<file path="src/rtl/uart_pkg.sv">
// Shared types and helpers for the UART datapath.
package uart_pkg;

    typedef enum logic [2:0] {
        IDLE,
        START,
        DATA,
        PARITY,
        STOP
    } tx_state_t;

    localparam int MIN_DATA_W = 5;
    localparam int MAX_DATA_W = 9;

    // Limit a requested character length to MIN_DATA_W..max_len.
    function automatic logic [3:0] clamp_len(input logic [3:0] len, input int max_len);
        if (len < 4'(MIN_DATA_W)) return 4'(MIN_DATA_W);
        if (int'(len) > max_len) return 4'(max_len);
        return len;
    endfunction

    // Parity over the low len bits; stick parity forces the inverse of eps.
    function automatic logic parity_bit(input logic [MAX_DATA_W-1:0] data,
                                        input logic [3:0] len,
                                        input logic eps,
                                        input logic stick);
        logic x;
        x = 1'b0;
        for (int i = 0; i < MAX_DATA_W; i++) begin
            if (i < int'(len)) x = x ^ data[i];
        end
        if (stick) return ~eps;
        return eps ? x : ~x;
    endfunction

endpackage

</file>
<file path="src/rtl/uart_sync2.sv">
// Two-flop synchronizer for a single asynchronous level input.
module uart_sync2 #(
    parameter logic RST_VAL = 1'b0
) (
    input  logic clk,
    input  logic rst_n,
    input  logic d,
    output logic q
);

    logic meta_q;
    logic sync_q;

    // Two back-to-back flops to settle metastability before use.
    always_ff @(posedge clk or negedge rst_n) begin
        if (!rst_n) begin
            meta_q <= RST_VAL;
            sync_q <= RST_VAL;
        end else begin
            meta_q <= d;
            sync_q <= meta_q;
        end
    end

    assign q = sync_q;

endmodule

</file>
<file path="src/rtl/uart_tx_gen2.sv">
// Second-generation UART transmitter: valid/ready input, per-character
// configuration snapshot, oversampled bit timing and a frame_done strobe.
// Optional macro UART_TX_CTS_EN adds a synchronized cts_n start gate.
//
// state  | meaning
// IDLE   | line high; waits for an accepted character (and cts when enabled)
// START  | start bit (0)
// DATA   | data bits, LSB first, clamped length
// PARITY | parity bit (only when the snapshot has pen=1)
// STOP   | stop period of 1, 1.5 or 2 bit times
module uart_tx_gen2
    import uart_pkg::*;
#(
    parameter int OVERSAMPLE = 16,
    parameter int DATA_W     = 8
) (
    input  logic              clk,
    input  logic              rst_n,
    input  logic              baud_tick,
    input  logic              in_valid,
    input  logic [DATA_W-1:0] in_data,
    output logic              in_ready,
    input  logic [3:0]        cfg_len,
    input  logic              cfg_pen,
    input  logic              cfg_eps,
    input  logic              cfg_stick,
    input  logic              cfg_stb,
    input  logic              set_break,
`ifdef UART_TX_CTS_EN
    input  logic              cts_n,
`endif
    output logic              tx,
    output logic              busy,
    output logic              frame_done
);

    localparam int TW = $clog2(2 * OVERSAMPLE);
    localparam logic [TW-1:0] TICK_ONE      = TW'(1);
    localparam logic [TW-1:0] BIT_RELOAD    = TW'(OVERSAMPLE - 1);
    localparam logic [TW-1:0] STOP15_RELOAD = TW'(OVERSAMPLE * 3 / 2 - 1);
    localparam logic [TW-1:0] STOP2_RELOAD  = TW'(2 * OVERSAMPLE - 1);

    tx_state_t           state_q, state_d;
    logic [TW-1:0]       tick_q, tick_d;
    logic [3:0]          bit_q, bit_d;
    logic [DATA_W-1:0]   shift_q, shift_d;
    logic [3:0]          len_q, len_d;
    logic                pen_q, pen_d;
    logic                stb_q, stb_d;
    logic                par_q, par_d;
    logic                pending_q, pending_d;
    logic                in_ready_q, in_ready_d;
    logic                busy_q, busy_d;
    logic                done_q, done_d;
    logic                tx_q, tx_d;

    logic [MAX_DATA_W-1:0] data_ext;
    logic [3:0]            in_len_c;
    logic [TW-1:0]         stop_reload;
    logic                  tx_bit;
    logic                  start_ok;

`ifdef UART_TX_CTS_EN
    logic cts_n_sync;

    uart_sync2 #(.RST_VAL(1'b1)) u_cts_sync (
        .clk   (clk),
        .rst_n (rst_n),
        .d     (cts_n),
        .q     (cts_n_sync)
    );

    assign start_ok = ~cts_n_sync;
`else
    assign start_ok = 1'b1;
`endif

    assign in_len_c = clamp_len(cfg_len, DATA_W);

    // Zero-extend the incoming character for the width-generic parity helper.
    always_comb begin
        data_ext = '0;
        data_ext[DATA_W-1:0] = in_data;
    end

    // Stop period length is taken from the snapshot, never from live cfg.
    always_comb begin
        if (!stb_q)                 stop_reload = BIT_RELOAD;
        else if (len_q == 4'd5)     stop_reload = STOP15_RELOAD;
        else                        stop_reload = STOP2_RELOAD;
    end

    // Line value implied by the current state, before the output flop.
    always_comb begin
        case (state_q)
            START:   tx_bit = 1'b0;
            DATA:    tx_bit = shift_q[0];
            PARITY:  tx_bit = par_q;
            default: tx_bit = 1'b1;
        endcase
    end

    // Handshake capture plus bit-timing state machine; moves only on baud_tick.
    always_comb begin
        state_d    = state_q;
        tick_d     = tick_q;
        bit_d      = bit_q;
        shift_d    = shift_q;
        len_d      = len_q;
        pen_d      = pen_q;
        stb_d      = stb_q;
        par_d      = par_q;
        pending_d  = pending_q;
        in_ready_d = in_ready_q;
        busy_d     = busy_q;
        done_d     = 1'b0;
        tx_d       = tx_bit & ~set_break;

        // in_ready is only high in IDLE with nothing pending, so this never
        // collides with the frame-timing updates below.
        if (in_valid && in_ready_q) begin
            shift_d    = in_data;
            len_d      = in_len_c;
            pen_d      = cfg_pen;
            stb_d      = cfg_stb;
            par_d      = parity_bit(data_ext, in_len_c, cfg_eps, cfg_stick);
            pending_d  = 1'b1;
            in_ready_d = 1'b0;
            busy_d     = 1'b1;
        end

        if (baud_tick) begin
            if (state_q == IDLE) begin
                if (pending_q && start_ok) begin
                    state_d   = START;
                    tick_d    = BIT_RELOAD;
                    pending_d = 1'b0;
                end
            end else if (tick_q != '0) begin
                tick_d = tick_q - TICK_ONE;
            end else begin
                case (state_q)
                    START: begin
                        state_d = DATA;
                        tick_d  = BIT_RELOAD;
                        bit_d   = 4'd0;
                    end
                    DATA: begin
                        shift_d = shift_q >> 1;
                        if (bit_q == len_q - 4'd1) begin
                            state_d = pen_q ? PARITY : STOP;
                            tick_d  = pen_q ? BIT_RELOAD : stop_reload;
                        end else begin
                            bit_d  = bit_q + 4'd1;
                            tick_d = BIT_RELOAD;
                        end
                    end
                    PARITY: begin
                        state_d = STOP;
                        tick_d  = stop_reload;
                    end
                    STOP: begin
                        state_d    = IDLE;
                        done_d     = 1'b1;
                        in_ready_d = 1'b1;
                        busy_d     = 1'b0;
                    end
                    default: state_d = IDLE;
                endcase
            end
        end
    end

    // All state and registered outputs; reset aborts any frame in flight.
    always_ff @(posedge clk or negedge rst_n) begin
        if (!rst_n) begin
            state_q    <= IDLE;
            tick_q     <= '0;
            bit_q      <= 4'd0;
            shift_q    <= '0;
            len_q      <= 4'd0;
            pen_q      <= 1'b0;
            stb_q      <= 1'b0;
            par_q      <= 1'b0;
            pending_q  <= 1'b0;
            in_ready_q <= 1'b1;
            busy_q     <= 1'b0;
            done_q     <= 1'b0;
            tx_q       <= 1'b1;
        end else begin
            state_q    <= state_d;
            tick_q     <= tick_d;
            bit_q      <= bit_d;
            shift_q    <= shift_d;
            len_q      <= len_d;
            pen_q      <= pen_d;
            stb_q      <= stb_d;
            par_q      <= par_d;
            pending_q  <= pending_d;
            in_ready_q <= in_ready_d;
            busy_q     <= busy_d;
            done_q     <= done_d;
            tx_q       <= tx_d;
        end
    end

    assign tx         = tx_q;
    assign in_ready   = in_ready_q;
    assign busy       = busy_q;
    assign frame_done = done_q;

endmodule

</file>
<file path="config.mk">
export PLATFORM = sky130hd
export DESIGN_NAME = uart_tx_gen2
export DESIGN_NICKNAME = d
export VERILOG_FILES = /design/src/rtl/uart_pkg.sv /design/src/rtl/uart_sync2.sv /design/src/rtl/uart_tx_gen2.sv
export SDC_FILE = /design/constraint.sdc
export NUM_CORES = 1
export LEC_CHECK = 0
export CORE_UTILIZATION = 30
export DETAILED_ROUTE_END_ITERATION = 12
export PLACE_DENSITY_LB_ADDON = 0.25
export SLEW_MARGIN = 20
export SYNTH_ARGS = -nofsm -noshare
export SYNTH_HDL_FRONTEND = slang
export SYNTH_SLANG_ARGS = --single-unit
</file>
<file path="constraint.sdc">
create_clock -name clk -period 3.97 [get_ports clk]
set_input_delay 0.794 -clock clk [delete_from_list [all_inputs] [get_ports clk]]
set_output_delay 0.794 -clock clk [all_outputs]
set_load 0.01 [all_outputs]
</file>
==> key figures <==
Clock tree
  – Post-CTS resize count: 0
  – Clk_lat worst skew: just under 300 ps
  – Root Driver: clkbuf_8
  – # Post-CTS Setup Buffers: 0
  – CTS clk-pin slew, worst paths: ~70 ps
  – H-tree depth: 2
  – CTS sink cnt: 32
  – Hold buffer count at CTS: 0
  – CTS Buf Count: 5
  – CTS tree: yes
  – Clock Tree Buf Depth: 2

Floorplanning
  – Die height: about 80 µm
  – Core region area: ~6000 µm²
  – # IOs: 25
  – Die X: 81.4 µm
  – Row cnt: 28
  – Initial core utilization: between 30% and 40%
  – Total Die Area: between 6000 and 7000 µm²

Synthesis
  – Distinct cell type count after synthesis: 52
  – Mapped Avg Cell Area: roughly 10 µm²
  – #FFs+latches synth: 32
  – Synth area leaders: dfrtp_1 40%, nor2_1 4.4%, mux2i_1 4.2%, dfstp_2 2.8%, nand2_1 2.8%
  – Yosys top cell area share: roughly 40%
  – YS warnings: 0
  – Commonest cells post-synth: 30 x dfrtp_1, 22 x nor2_1, 14 x nand2_1, 10 x a21oi_1
  – Sequential fraction of the synthesis area: a little over two fifths
  – Synth Net Count: 210
  – Cell taking the most area after synthesis: dfrtp_1
  – Cell count after synthesis: 185
  – Count leader, synth: dfrtp_1
  – Ys flop type: dfrtp_1
  – Synth async-reset ratio: 100%
  – Mapped Area: ~1900 µm²
  – Post-synth EDFFs: 0

Min path
  – Hold path endpoint: busy$_DFF_PN0_
  – Hold Crit Start: busy$_DFF_PN0_
  – Hold WC Path Type: reg -> reg
  – Hold path depth: 1

Layout
  – Multi-input gate area: just over 1000 µm²
  – Post-layout util: between 30% and 40%
  – Fillers: about 600
  – Antenna diodes: 0
  – Fin nets: between 200 and 250
  – Area growth, synth to finish: 21.6%
  – Post-layout instance area: around 2300 µm²
  – Proportion of layout cells with a drive suffix above 1: 11.4%
  – Reg area: ~800 µm²

Routing
  – # DRC: 0
  – Post-DR wirelength/cell: between 10 and 15 µm
  – Post-route ant nets: 0
  – Vias: around 1,400
  – DRT iter0 DRCs: between 100 and 150
  – Vias/cell: between 5 and 6
  – Router iterations before antenna repair: 4
  – Final wirelength: ~3700 µm

Outcome
  – Outcome: finished, final reports clean

Worst setup path
  – Crit. End Element: flop
  – Type of element launching the critical path: input pin
  – Worst Path Max Fanout: 16
  – CP arrival: between 2000 and 3000 ps
  – Reg2Reg Depth: 6
  – Critical Path RT: about 4200 ps
  – Worst r2r dst: shift_q[0]$_DFF_PN0_
  – R2R setup slack: ~1800 ps
  – Critical R2R Launch: tick_q[0]$_DFFE_PN0P_
  – Worst Setup Path Type: in -> reg

Power and ir drop
  – Overall Power: 0.00122 W
  – Power Density: about 530 nW/µm²
  – Max IR drop VDD: 0.000185 V
  – P_leak: around 0.93 nW

Place
  – Placed cell areas: 2190 µm²
  – Port Buffers: 24
  – GP Congestion: 0.750
  – Final HPWL from detailed placement: about 2800 µm

Global route
  – Grt met3 use: approximately 2.3%
  – Grt met1 use: 16.1%
  – Initial antenna violation count: 0
  – Global-route wire length before repair: 6210 µm
  – Congestion Overflow GR: 0
  – Grt met2 use: 19.9%
  – GR peak layer: met2
  – Tot GR Track Use: about 12%
  – Largest net degree at the start of global routing: 33
  – Vias in the first global route: 1,350

STA
  – RSZ-0062 raised after global routing: false
  – Post-route setup TNS: 0 ps
  – Worst Tran Pin Value: between 700 and 800 ps
  – Hold Vio Cnt, Final: 0
  – Tmin final: between 2000 and 2500 ps
  – Final worst path period share: approximately three fifths
  – Setup violations, final: 0
  – Fmax: 414 MHz
  – Relative slew slack: between 50 and 60%
  – Final Max Tran Viols: 0
  – Layout Skew: ~10 ps

Flow run
  – Max Cap Viol: 0
==> sequential cells by signal, summed over array words and instances (netlist names) <==
name and flops:
bit_q 4, busy 1, frame_done 1, in_ready 1, len_q 4, par_q 1
pen_q 1, pending_q 1, shift_q 8, state_q 3, stb_q 1, tick_q 5
tx 1
==> area by class of cell <==
class	count	area share (%)
clock buffers	6	3.16
multi-input cells	139	44.6
inverters	6	0.979
repair buffers	25	10.8
well taps	75	4.08
flip-flops and latches	32	34.9
clock inverters	2	1.52
==> layout by cell type (no fill, tap or decap), types with 3 or more instances in the layout <==
cell type,n
a31oi_1,6
inv_1,6
clkdlybuf4s50_1,24
nor3b_1,5
xor2_1,4
mux2i_1,8
a21oi_1,10
ha_1,4
nand2_1,14
xnor2_1,3
o21ai_1,4
dfrtp_1,30
o21ai_0,8
nand3b_1,4
mux2_2,3
nor2_1,22
clkbuf_8,5
==> metrics by stage <==
step | hold WS (ps) | std cells | setup slack [ps]
finish | 500 | 285 | 1560
global route | 516 | 285 | 1430
CTS | 507 | 285 | 1530
detailed placement | 492 | 277 | 1240
global placement | 487 | 277 | 1360
floorplan | 477 | 185 | 2110
==> worst max path at each step <==
stage                          start           endpoint  cells past startpoint
final                       in_valid  par_q$_DFFE_PN0P_                      6
after global routing        in_valid  par_q$_DFFE_PN0P_                      6
after CTS                   in_valid  par_q$_DFFE_PN0P_                      6
after detailed placement    in_valid  par_q$_DFFE_PN0P_                      6
after global placement      in_valid  par_q$_DFFE_PN0P_                      6
after floorplan           in_data[4]  par_q$_DFFE_PN0P_                      5
==> where the power goes <==
group          total, W  switching [W]  internal [W]
clock network  0.000310       0.000123      0.000186
logic          0.000377       0.000188      0.000189
registers      0.000531       0.000108      0.000422
total           0.00122       0.000420      0.000797
==> cells by family (layout without fill, tap and decap cells) <==
logic type / count (synthesis) / in the layout / share of synthesized area [%]
mux: 11 / 11 / 6.02
fa+ha+maj: 4 / 4 / 2.65
buf+inv: 14 / 39 / 3.37
xor+xnor: 12 / 12 / 8.60
flops: 32 / 32 / 42.5
simple gates: 65 / 65 / 19.8
compound gates: 47 / 47 / 17.1
==> critical path, stage by stage <==
cell	delay, ps
clkdlybuf4s50_1	490
and2_1	610
nand3b_1	130
a2111oi_0	420
a31oi_1	90
nand3_1	100
==> routing by layer <==
layer,wire length [µm],share of wire (%)
met2,1760,47
met3,105,2.8
met1,1780,48
met5,0,0
met4,65,1.8
Power figures use the tool's default switching activity.
